==> src/rtl/bcd_seq_ctrl.sv <==
// rtl/bcd_seq_ctrl.sv - iterative double-dabble binary-to-BCD converter with saturation
module bcd_seq_ctrl #(
    parameter int BIN_W   = 32,
    parameter int DIGITS  = 8,
    parameter int MAX_VAL = 99999999
) (
    input  logic                  sys_clk,
    input  logic                  sys_rst_n,
    input  logic                  start,
    input  logic [BIN_W-1:0]      bin,
    output logic                  busy,
    output logic                  done,
    output logic [4*DIGITS-1:0]   bcd,
    output logic                  overflow
);

    localparam int BCD_W = 4 * DIGITS;
    localparam int CNT_W = (BIN_W > 1) ? $clog2(BIN_W) : 1;
    localparam logic [BIN_W-1:0] MAX_BIN  = BIN_W'(MAX_VAL);
    localparam logic [CNT_W-1:0] LAST_CNT = CNT_W'(BIN_W - 1);

    typedef enum logic {
        ST_IDLE  = 1'b0,
        ST_SHIFT = 1'b1
    } state_t;

    state_t             r_state;
    logic [BIN_W-1:0]   r_bin_shift;
    logic [BCD_W-1:0]   r_bcd_work;
    logic [CNT_W-1:0]   r_cnt;
    logic               r_ovf_pending;
    logic               r_busy;
    logic               r_done;
    logic [BCD_W-1:0]   r_bcd;
    logic               r_overflow;

    logic [BCD_W-1:0]   w_bcd_adj;
    logic [BCD_W-1:0]   w_bcd_next;
    logic [BIN_W-1:0]   w_bin_next;

    // Add-3 correction on every digit, then one left shift of {bcd, bin}.
    always_comb begin
        w_bcd_adj = r_bcd_work;
        for (int d = 0; d < DIGITS; d++) begin
            if (r_bcd_work[4*d +: 4] >= 4'd5) begin
                w_bcd_adj[4*d +: 4] = r_bcd_work[4*d +: 4] + 4'd3;
            end
        end
        w_bcd_next = {w_bcd_adj[BCD_W-2:0], r_bin_shift[BIN_W-1]};
        w_bin_next = {r_bin_shift[BIN_W-2:0], 1'b0};
    end

    always_ff @(posedge sys_clk or negedge sys_rst_n) begin
        if (!sys_rst_n) begin
            r_state       <= ST_IDLE;
            r_bin_shift   <= '0;
            r_bcd_work    <= '0;
            r_cnt         <= '0;
            r_ovf_pending <= 1'b0;
            r_busy        <= 1'b0;
            r_done        <= 1'b0;
            r_bcd         <= '0;
            r_overflow    <= 1'b0;
        end else begin
            r_done <= 1'b0;
            case (r_state)
                ST_IDLE: begin
                    if (start) begin
                        r_state       <= ST_SHIFT;
                        r_bin_shift   <= bin;
                        r_bcd_work    <= '0;
                        r_cnt         <= '0;
                        r_ovf_pending <= (bin > MAX_BIN);
                        r_busy        <= 1'b1;
                    end
                end
                ST_SHIFT: begin
                    r_bcd_work  <= w_bcd_next;
                    r_bin_shift <= w_bin_next;
                    r_cnt       <= r_cnt + 1'b1;
                    if (r_cnt == LAST_CNT) begin
                        r_state    <= ST_IDLE;
                        r_busy     <= 1'b0;
                        r_done     <= 1'b1;
                        r_bcd      <= r_ovf_pending ? {DIGITS{4'h9}} : w_bcd_next;
                        r_overflow <= r_ovf_pending;
                    end
                end
                default: begin
                    r_state <= ST_IDLE;
                    r_busy  <= 1'b0;
                end
            endcase
        end
    end

    assign busy     = r_busy;
    assign done     = r_done;
    assign bcd      = r_bcd;
    assign overflow = r_overflow;

endmodule
==> config.mk <==
export PLATFORM = sky130hd
export DESIGN_NAME = bcd_seq_ctrl
export DESIGN_NICKNAME = d
export VERILOG_FILES = /design/src/rtl/bcd_seq_ctrl.sv
export SDC_FILE = /design/constraint.sdc
export NUM_CORES = 1
export LEC_CHECK = 0
export ABC_AREA = 1
export BUFFER_PORTS_ARGS = -buffer_cell sky130_fd_sc_hd__buf_4
export CORE_UTILIZATION = 49
export DETAILED_ROUTE_END_ITERATION = 8
export PLACE_DENSITY = 0.84
export RECOVER_POWER = 25
export SLEW_MARGIN = 20
export SYNTH_ARGS = -nofsm -noshare
export SYNTH_HDL_FRONTEND = slang
export SYNTH_SLANG_ARGS = --single-unit
==> constraint.sdc <==
create_clock -name sys_clk -period 1.5 [get_ports sys_clk]
set_input_delay 0.225 -clock sys_clk [delete_from_list [all_inputs] [get_ports sys_clk]]
set_output_delay 0.225 -clock sys_clk [all_outputs]
set_load 0.03 [all_outputs]
==> out/qor.csv, run 1 <==
stage,metric,value,unit
clock_network,Clock transition at path regs,0.11,ns
drt,drt drc,0,
synth,cell taking the most area after synthesis,dfrtp_1,
critical_path,worst path bufs/invs,2,
sta,relative slew slack,0.374,
finish,final cell count without fillers,789,
synth,synth cell count leaders,"nand2_1, dfrtp_1, inv_1",
synth,Synth Warn #,0,
floorplanning,# IOs,70,
grt,largest net degree at the start of global routing,107,
floorplanning,die width,103,microns
clock_network,Max clock buf depth,2,
placement,port bufs,69,
power_and_ir_drop,Design Power,12.8,mW
synth,Syn Area/Cell,8.78,sq um
hold_path,WHS Path Cells,3,
floorplanning,Die Ht,103,microns
grt,vias in the first global route,4174,
grt,first-pass GRT wire length,19200,microns
drt,DR WL/cell,15.1,microns
sta,setup violators final,14,
drt,via count,4210,
synth,Post-Synth Adder-Cell Area,0.0453,
floorplanning,initial core utilization,0.506,
synth,Synth Area in Simple Gates,0.175,
critical_path,CP Class,reg2reg,
sta,Tmin final,1.56,ns
hold_path,Hold WC Path Type,in2reg,
synth,Synth top area share,0.534,
finish,Fill cells,800,
critical_path,RR Startpoint,r_cnt[1],
outcome,status,finished with violations,
clock_network,TritonCTS clock tree,done,
clock_network,htree depth,3,
placement,dpl ws,-0.130,ns
critical_path,"critical path, cell by cell",ha_2 > and3_4 > ha_4 > nand2_4 > nor2_8 > buf_8 > nand2_1 > o21ai_1 > inv_1,
outcome,failing checks,setup timing,
finish,ANT cells,0,
grt,remaining global-route overflow,0,
synth,Unique masters post-synth,30,
critical_path,CP peak stage delay,0.36,ns
placement,DPL Wire Length,7820,microns
sta,final hold viol count,0,
sta,Hold WS,0.0382,ns
synth,register bit total from synthesis,106,
sta,RSZ-0062 raised after global routing,true,
drt,Final Routed Wirelength,11900,microns
floorplanning,CORE AREA,0.00982,sq mm
sta,Fin Setup TNS,-0.386,ns
synth,ys async rst share,1.00,
synth,post-synthesis mux area share,0,
placement,GPL Wtd Cong,0.815,
drt,routed vias/inst,5.34,
grt,total track usage,0.236,
synth,most common flop cell mapped by yosys,dfrtp_1,
critical_path,CP endpoint kind,register,
synth,most frequent cell after synthesis,nand2_1,
finish,Layout area overhead,24.9,%
drt,1st-iter DRT viols,240,
clock_network,Root Driver,clkbuf_8,
sta,clock skew,0.0178,ns
critical_path,"Data arrival, critical path",1.85,ns
clock_network,clk_lat worst skew,0.39,ns
critical_path,"Req. time, crit path",1.79,ns
hold_path,Hold Startpoint,bin[4],
power_and_ir_drop,Pwr Density,2060,mW/mm^2
critical_path,crit-path leading delay family,simple AND/OR/NAND/NOR gates,
hold_path,Hold EP,r_bin_shift[4],
sta,Tcrit/Tclk final,1.04,
critical_path,"setup slack, reg-to-reg",-0.06,ns
clock_network,Num CTS Buffers,9,
finish,layout cells sized above 1,0.259,
critical_path,worst r2r path cells,9,
grt,initial antenna violation count,0,
synth,largest family of logic cells by synthesized area,simple AND/OR/NAND/NOR gates,
placement,placed inst area,0.00570,sq mm
synth,mapped cell area,0.00497,sq mm
synth,"EDFF count, synth",0,
placement,placed cell count,764,
finish,"Core Util, Final",0.632,
critical_path,Worst setup SP type,register,
floorplanning,Die Area,0.0105,sq mm
floorplanning,num rows,36,
synth,Synth Area in Compound Gates,0.150,
critical_path,critical-path maximum fanout,8,
power_and_ir_drop,Pleak,3.12,nW
synth,"Net Count, Synth",619,
sta,Slew Limit Fails,0,
drt,Post-DRT Antenna Nets,0,
synth,register area share after synthesis,0.534,
drt,1st-pass router iterations,4,
power_and_ir_drop,Peak VDD IR,1.13,mV
finish,Final #Nets,704,
synth,Post-Synthesis Cells,566,
synth,post-synthesis xor/xnor area fraction,0.0159,
critical_path,CP max stage cell,dfrtp_1,
sta,slew at the pin with the worst max-slew slack,0.939,ns
sta,max frequency,642,MHz
finish,design area,0.00621,sq mm
flow_run,Max-Cap Viols,0,
clock_network,CTS sink cnt,106,
critical_path,RR Endpoint,bcd[24],
synth,synth top area cells,"dfrtp_1, nand2_1, inv_1",
sta,final setup margin,-0.0571,ns
[worst max-delay path by stage]
stage | start | end | slack, ns | cells past startpoint
floorplan | r_cnt[0] | bcd[12] | -0.05 | 9
global placement | r_cnt[1] | bcd[8] | -0.02 | 9
detailed placement | r_cnt[1] | bcd[20] | -0.13 | 9
CTS | r_cnt[0] | bcd[31] | -0.06 | 7
global route | r_cnt[1] | bcd[24] | -0.13 | 9
finish | r_cnt[1] | bcd[24] | -0.06 | 9
[power by group]
group	leakage (nW)	total, mW	internal [mW]	switching (mW)
registers	1.35	4.89	4.03	0.863
logic	1.68	6.17	2.40	3.76
clock network	0.0936	1.71	0.636	1.07
[layout make-up]
cell class              count  area, sq um  area share
well taps                 133          166      0.0268
repair buffers             95          759       0.122
clock buffers               9          124      0.0200
flip-flops and latches    106         2650       0.428
clock inverters             7         61.3     0.00988
inverters                  75          289      0.0466
multi-input cells         364         2150       0.347
[cells by family (layout without fill, tap and decap cells)]
| logic type | Yosys count | after routing |
|---|---|---|
| AOI/OAI and AO/OA | 123 | 123 |
| xor gates and xnor gates | 9 | 9 |
| adders and majority gates | 18 | 18 |
| buffers and inverters | 96 | 186 |
| DFF | 106 | 106 |
| and+or+nand+nor | 214 | 214 |
[worst reg2reg max path, delay by kind of cell, from the launching register on]
kind | cells | cell delay (ns)
simple gates | 4 | 0.52
flops | 1 | 0.36
compound gates | 1 | 0.09
buf+inv | 2 | 0.21
fa+ha+maj | 2 | 0.31
[state kept, by name, summed over array words and instances (netlist names)]
register       count
bcd               32
r_bcd_work        32
r_bin_shift       32
r_cnt              5
busy               1
done               1
overflow           1
r_ovf_pending      1
r_state            1
[routing by layer]
layer	part of all wire	wire [microns]	GRT usage
met2	0.51	6130	0.418
met4	0.012	139	0.0637
met5	0	0	0
met1	0.43	5080	0.296
met3	0.048	574	0.0447
[timing repair]
item	4_1_cts	5_1_grt
setup endpoints to repair	65	53
endpoints found under the hold margin	106	0
gates resized for setup	17	69
gates cloned	3	0
setup buffers	0	5
hold buffers	1	0
pin swaps	2	12
[cells in the final DEF (no fill, tap or decap), drive strengths merged]
cell         synthesis  final
a21boi               3      3
inv                 75     78
buf                 17     93
nor3                 1      1
nand3               19     19
clkbuf               4     10
dfrtp              106    106
and3                 1      1
a21oi               10     10
o22ai               25     25
clkinvlp             0      1
xor2                 9      9
clkinv               0      3
o211ai               8      8
nand4                3      3
nand2              159    159
a22o                 2      2
ha                  18     18
nor2                31     31
a22oi                8      8
o21bai               3      3
o21ai               54     54
dlygate4sd3          0      1
o221ai              10     10
(Power assumes the default switching activity.)
==> run 2: changes to the inputs <==
--- a/config.mk
+++ b/config.mk
@@ -15,3 +15,4 @@
 export SYNTH_ARGS = -nofsm -noshare
 export SYNTH_HDL_FRONTEND = slang
 export SYNTH_SLANG_ARGS = --single-unit
+export TNS_END_PERCENT = 10
==> run 2 against run 1 <==
The flow still finishes with violations (setup timing); cell area is 2.1% lower; clock power barely moved; global-route usage shrank 0.13 points; count of clock-buffer cells in the layout unchanged; worst hold slack better by 0.0021 ns; worst setup slack better by 0.0030 ns; highest routed layer unchanged.
==> out/qor.csv, run 2 (same netlist as run 1, synthesis figures left out) <==
stage,metric,value,unit,change
outcome,status,finished with violations,,unchanged
outcome,failing checks,setup timing,,unchanged
clock_network,Max clock buf depth,2,,unchanged
grt,remaining global-route overflow,0,,unchanged
critical_path,"Req. time, crit path",1.79,ns,about the same
critical_path,RR Startpoint,r_cnt[1],,unchanged
drt,1st-iter DRT viols,231,,was 240
finish,"Core Util, Final",0.619,,was 0.632
sta,Tcrit/Tclk final,1.04,,about the same
grt,initial antenna violation count,0,,unchanged
critical_path,"Data arrival, critical path",1.84,ns,was 1.85 ns
finish,"commonest non-fill, non-tap cell in the layout",nand2_1,,unchanged
critical_path,CP endpoint kind,register,,unchanged
sta,final hold viol count,0,,unchanged
power_and_ir_drop,Psw,5.49,mW,was 5.70 mW
critical_path,critical-path maximum fanout,8,,unchanged
drt,DR WL/cell,14.7,microns,was 15.1 microns
drt,1st-pass router iterations,5,,was 4
power_and_ir_drop,Peak VDD IR,1.13,mV,about the same
placement,port bufs,69,,unchanged
critical_path,crit-path leading delay family,simple AND/OR/NAND/NOR gates,,unchanged
floorplanning,# IOs,70,,unchanged
sta,Hold WS,0.0403,ns,was 0.0382 ns
clock_network,htree depth,3,,unchanged
drt,via count,4171,,was 4210
clock_network,Num CTS Buffers,9,,unchanged
critical_path,worst r2r path cells,9,,unchanged
critical_path,"setup slack, reg-to-reg",-0.05,ns,was -0.06 ns
finish,Layout area overhead,22.3,%,was 24.9%
grt,largest net degree at the start of global routing,107,,unchanged
drt,Final Routed Wirelength,11500,microns,was 11900 microns
finish,Fill cells,820,,was 800
drt,drt drc,0,,unchanged
critical_path,RR Endpoint,bcd[24],,unchanged
sta,RSZ-0062 raised after global routing,true,,unchanged
power_and_ir_drop,Sw Ratio,0.443,,was 0.446
critical_path,"critical path, cell by cell",ha_2 > and3_4 > ha_4 > nand2_4 > nor2_8 > buf_8 > nand2_1 > o21ai_1 > inv_1,,unchanged
sta,slew at the pin with the worst max-slew slack,0.936,ns,was 0.939 ns
sta,Tmin final,1.55,ns,was 1.56 ns
floorplanning,Die Ht,103,microns,unchanged
floorplanning,num rows,36,,unchanged
sta,clock skew,0.0166,ns,was 0.0178 ns
placement,placed inst area,0.00570,sq mm,unchanged
clock_network,Clock transition at path regs,0.11,ns,about the same
critical_path,CP peak stage delay,0.37,ns,was 0.36 ns
finish,design area,0.00608,sq mm,was 0.00621 sq mm
finish,most frequent cells in the layout,"nand2_1, dfrtp_1, buf_4",,unchanged
hold_path,Hold Startpoint,bin[4],,unchanged
floorplanning,CORE AREA,0.00982,sq mm,unchanged
critical_path,CP max stage cell,dfrtp_1,,unchanged
grt,first-pass GRT wire length,19100,microns,was 19200 microns
power_and_ir_drop,Pleak,3.08,nW,was 3.12 nW
clock_network,Root Driver,clkbuf_8,,unchanged
sta,max frequency,643,MHz,was 642 MHz
floorplanning,die width,103,microns,unchanged
grt,vias in the first global route,4166,,was 4174
power_and_ir_drop,clock share of power,0.138,,was 0.134
power_and_ir_drop,Internal Pwr Total,6.90,mW,was 7.07 mW
power_and_ir_drop,Comb power frac,0.470,,was 0.483
floorplanning,Die Area,0.0105,sq mm,unchanged
sta,final setup margin,-0.0541,ns,was -0.0571 ns
grt,total track usage,0.235,,was 0.236
hold_path,Hold EP,r_bin_shift[4],,unchanged
hold_path,WHS Path Cells,3,,unchanged
finish,Final #Nets,700,,was 704
finish,ANT cells,0,,unchanged
placement,DPL Wire Length,7820,microns,unchanged
floorplanning,initial core utilization,0.506,,unchanged
clock_network,TritonCTS clock tree,done,,unchanged
sta,relative slew slack,0.376,,was 0.374
clock_network,clk_lat worst skew,0.38,ns,was 0.39 ns
finish,layout cells sized above 1,0.224,,was 0.259
power_and_ir_drop,Pwr Density,2040,mW/mm^2,was 2060 mW/mm^2
critical_path,worst path bufs/invs,2,,unchanged
drt,Post-DRT Antenna Nets,0,,unchanged
drt,routed vias/inst,5.31,,was 5.34
critical_path,CP Class,reg2reg,,unchanged
placement,GPL Wtd Cong,0.815,,unchanged
hold_path,Hold WC Path Type,in2reg,,unchanged
flow_run,Max-Cap Viols,0,,unchanged
clock_network,CTS sink cnt,106,,unchanged
power_and_ir_drop,Reg power frac,0.392,,was 0.383
sta,setup violators final,17,,was 14
critical_path,Worst setup SP type,register,,unchanged
sta,Slew Limit Fails,0,,unchanged
## run 2: cell types whose count changed in the layout (fill, tap and decap cells not counted), sizes merged
| cell | delta |
|---|---|
| buf | -4 |
## run 2: area by class of cell
| type | count | area, sq um | area share |
|---|---|---|---|
| flip-flops and latches | 106 | 2650 | 0.436 |
| multi-input cells | 364 | 2050 | 0.338 |
| repair buffers | 91 | 732 | 0.120 |
| inverters | 75 | 289 | 0.0476 |
| well taps | 133 | 166 | 0.0274 |
| clock buffers | 9 | 124 | 0.0204 |
| clock inverters | 7 | 61.3 | 0.0101 |
## run 2: layer usage
metal,routed length [microns],share of wire,GRT usage,up-vias
li1,-,-,-,2013
met3,548,0.048,0.0447,10
met2,5990,0.52,0.417,125
met4,101,0.0088,0.0637,0
met5,0,0,0,-
met1,4870,0.42,0.293,2023
## run 2: worst min-delay path, delay by kind of cell
family / cells / cell delay, ns
buffers and inverters: 1 / 0.08
AND/OR/NAND/NOR: 2 / 0.09
## run 2: what timing repair did
item | 4_1_cts | 5_1_grt
pin swaps | 3 | 7
endpoints found under the setup margin | 65 | 53
endpoints found under the hold margin | 106 | 0
setup buffers | 0 | 2
gates resized for setup | 17 | 44
gates cloned | 2 | 0
hold buffers | 1 | 0
## run 2: power by group through the flow
stage | Combinational, mW | Clock [mW] | Sequential (mW)
after floorplan | 3.10 | 0 | 5.33
after global placement | 5.07 | 0 | 4.79
after detailed placement | 5.37 | 0 | 4.85
after CTS | 5.45 | 1.72 | 4.81
after global routing | 6.53 | 1.83 | 4.99
final | 5.82 | 1.71 | 4.86
## run 2: through the flow
stage | setup slack [ns] | power (mW) | cells | setup TNS [ns]
floorplan | -0.0474 | 8.43 | 566 | -0.142
global placement | -0.0216 | 9.86 | 764 | -0.215
detailed placement | -0.130 | 10.2 | 764 | -2.48
CTS | -0.0567 | 12.0 | 783 | -0.545
global route | -0.135 | 13.3 | 785 | -3.02
finish | -0.0541 | 12.4 | 785 | -0.424
## run 2: how the worst max path moves through the flow
| stage | from | to | slack [ns] | depth (start not counted) |
|---|---|---|---|---|
| 2_1_floorplan | r_cnt[0] | bcd[12] | -0.05 | 9 |
| 3_3_place_gp | r_cnt[1] | bcd[8] | -0.02 | 9 |
| 3_5_place_dp | r_cnt[1] | bcd[20] | -0.13 | 9 |
| 4_1_cts | r_cnt[0] | bcd[31] | -0.06 | 7 |
| 5_1_grt | r_cnt[1] | bcd[20] | -0.13 | 9 |
| 6_report | r_cnt[1] | bcd[24] | -0.05 | 9 |
==> run 3: changes to the inputs <==
--- a/config.mk
+++ b/config.mk
@@ -9,8 +9,9 @@
 export BUFFER_PORTS_ARGS = -buffer_cell sky130_fd_sc_hd__buf_4
 export CORE_UTILIZATION = 49
 export DETAILED_ROUTE_END_ITERATION = 8
-export PLACE_DENSITY = 0.84
-export RECOVER_POWER = 25
+export PLACE_DENSITY = 0.81
+export RECOVER_POWER = 100
+export REMOVE_ABC_BUFFERS = 1
 export SLEW_MARGIN = 20
 export SYNTH_ARGS = -nofsm -noshare
 export SYNTH_HDL_FRONTEND = slang
==> constraint.sdc (replaced) <==
create_clock -name sys_clk -period 1.6 [get_ports sys_clk]
set_input_delay 0.24 -clock sys_clk [delete_from_list [all_inputs] [get_ports sys_clk]]
set_output_delay 0.24 -clock sys_clk [all_outputs]
set_load 0.03 [all_outputs]
==> run 3 against run 2 <==
The run still ends with setup timing left; total power shrank 7.8%; sequential share of layout area grew 0.68 points; largest power group unchanged; register-to-register slack lost 0.14 ns; sequential cell count is the same; sequential power shrank 7.2%; worst setup slack lost 0.14 ns; via count grew 2.4%; critical endpoint is now bcd[4]; worst hold slack gained 0.041 ns; first-iteration DRC count shrank 26%; clock skew shrank 0.0048 ns; critical path type unchanged.
==> out/qor.csv, run 3 (same netlist as run 1, synthesis figures left out) <==
stage,metric,value,unit,change
sta,Fin Setup TNS,-2.25,ns,was -0.424 ns
sta,final hold viol count,0,,unchanged
drt,DR WL/cell,14.4,microns,was 14.7 microns
placement,GPL Wtd Cong,0.841,,was 0.815
clock_network,Clock transition at path regs,0.10,ns,was 0.11 ns
outcome,status,finished with violations,,unchanged
finish,layout cells sized above 1,0.157,,was 0.224
hold_path,Hold WC Path Type,in2reg,,unchanged
drt,via count,4270,,was 4171
finish,"commonest non-fill, non-tap cell in the layout",nand2_1,,unchanged
grt,first-pass GRT wire length,19000,microns,was 19100 microns
grt,largest net degree at the start of global routing,44,,was 107
finish,most frequent cells in the layout,"nand2_1, dfrtp_1, inv_1",,"was nand2_1, dfrtp_1, buf_4"
placement,dpl ws,-0.195,ns,was -0.130 ns
floorplanning,# IOs,70,,unchanged
sta,slew at the pin with the worst max-slew slack,0.812,ns,was 0.936 ns
power_and_ir_drop,Peak VDD IR,0.789,mV,was 1.13 mV
grt,total track usage,0.233,,was 0.235
critical_path,CP endpoint kind,register,,unchanged
sta,max frequency,557,MHz,was 643 MHz
critical_path,Worst setup SP type,register,,unchanged
drt,drt drc,0,,unchanged
finish,"Core Util, Final",0.610,,was 0.619
clock_network,Root Driver,clkbuf_8,,unchanged
placement,port bufs,69,,unchanged
finish,ANT cells,0,,unchanged
power_and_ir_drop,Pleak,2.99,nW,was 3.08 nW
outcome,failing checks,setup timing,,unchanged
clock_network,clk_lat worst skew,0.36,ns,was 0.38 ns
floorplanning,die width,103,microns,unchanged
critical_path,"Data arrival, critical path",2.04,ns,was 1.84 ns
flow_run,Max-Cap Viols,0,,unchanged
drt,Final Routed Wirelength,11500,microns,about the same
drt,1st-iter DRT viols,170,,was 231
floorplanning,Die Area,0.0105,sq mm,unchanged
drt,Post-DRT Antenna Nets,0,,unchanged
floorplanning,initial core utilization,0.506,,unchanged
critical_path,RR Startpoint,r_cnt[1],,unchanged
sta,Hold WS,0.0808,ns,was 0.0403 ns
finish,Seq. cell area,0.00265,sq mm,unchanged
sta,Tmin final,1.80,ns,was 1.55 ns
floorplanning,num rows,36,,unchanged
clock_network,TritonCTS clock tree,done,,unchanged
finish,Layout area overhead,20.4,%,was 22.3%
floorplanning,CORE AREA,0.00982,sq mm,unchanged
grt,remaining global-route overflow,0,,unchanged
sta,Tcrit/Tclk final,1.12,,was 1.04
sta,setup violators final,33,,was 17
critical_path,CP startpoint,r_cnt[1],,unchanged
critical_path,CP Class,reg2reg,,unchanged
clock_network,htree depth,3,,unchanged
grt,initial antenna violation count,0,,unchanged
hold_path,Hold Startpoint,bin[4],,unchanged
finish,Fill cells,874,,was 820
sta,Slew Limit Fails,0,,unchanged
power_and_ir_drop,Pwr Density,1910,mW/mm^2,was 2040 mW/mm^2
critical_path,"Req. time, crit path",1.85,ns,was 1.79 ns
finish,Final #Nets,710,,was 700
drt,routed vias/inst,5.37,,was 5.31
sta,clock skew,0.0118,ns,was 0.0166 ns
finish,Multi-input gate area,0.00198,sq mm,was 0.00205 sq mm
sta,final setup margin,-0.195,ns,was -0.0541 ns
clock_network,CTS sink cnt,106,,unchanged
clock_network,Max clock buf depth,2,,unchanged
critical_path,critical-path maximum fanout,3,,was 8
sta,RSZ-0062 raised after global routing,true,,unchanged
floorplanning,Die Ht,103,microns,unchanged
drt,1st-pass router iterations,5,,unchanged
sta,relative slew slack,0.458,,was 0.376
clock_network,Num CTS Buffers,9,,unchanged
grt,vias in the first global route,4216,,was 4166
placement,DPL Wire Length,7880,microns,was 7820 microns
-- run 3: worst paths after layout --
| check | endpoint | slack (ns) | cells after the start |
|---|---|---|---|
| max | bcd[4] | -0.20 | 10 |
| min | r_bin_shift[4] | 0.08 | 3 |
| max reg2reg | bcd[4] | -0.20 | 10 |
| min reg2reg | bcd[5] | 0.49 | 2 |
| max in group asynchronous | r_bin_shift[21] | 0.26 | 3 |
| min in group asynchronous | bcd[17] | 0.45 | 2 |
-- run 3: what timing repair did --
action,in CTS,in global routing
pin swaps,4,7
gates resized for setup,18,23
buffers inserted,6,3
endpoints found under the hold margin,25,0
setup endpoints to repair,36,76
hold buffers,1,0
-- run 3: layout make-up --
class,instances,area share
Timing Repair Buffer,101,0.112
Inverter,75,0.0481
Multi-Input combinational cell,364,0.331
Clock buffer,10,0.0230
Sequential cell,106,0.443
Tap cell,133,0.0278
Clock inverter,6,0.0146
-- run 3: worst max-delay path, stage by stage, from the launching register on --
cell and delay, ns:
dfrtp_1 0.38, ha_2 0.20, and3_4 0.20, ha_4 0.13
nand2_4 0.07, buf_12 0.15, nor2_8 0.13, inv_4 0.05
buf_6 0.12, o21bai_1 0.17, inv_1 0.08
-- run 3: per-layer routing --
metal	global-route usage	vias up	wire length (microns)
met5	0	-	0
met4	0.0945	0	158
met3	0.0488	15	642
met2	0.403	150	5840
met1	0.283	2067	4810
li1	-	2038	-
-- run 3: metrics by stage --
stage / power [mW] / instance area [sq um] / cells
2_1_floorplan: 7.83 / 4860 / 545
3_3_place_gp: 9.25 / 5770 / 769
3_5_place_dp: 9.59 / 5770 / 769
4_1_cts: 11.6 / 6100 / 792
5_1_grt: 12.3 / 5990 / 795
6_report: 11.4 / 5990 / 795
-- run 3: where the power goes --
part           total [mW]  switching, mW  internal, mW
logic                5.06           3.33          1.74
clock network        1.85          0.918         0.931
registers            4.51          0.731          3.77
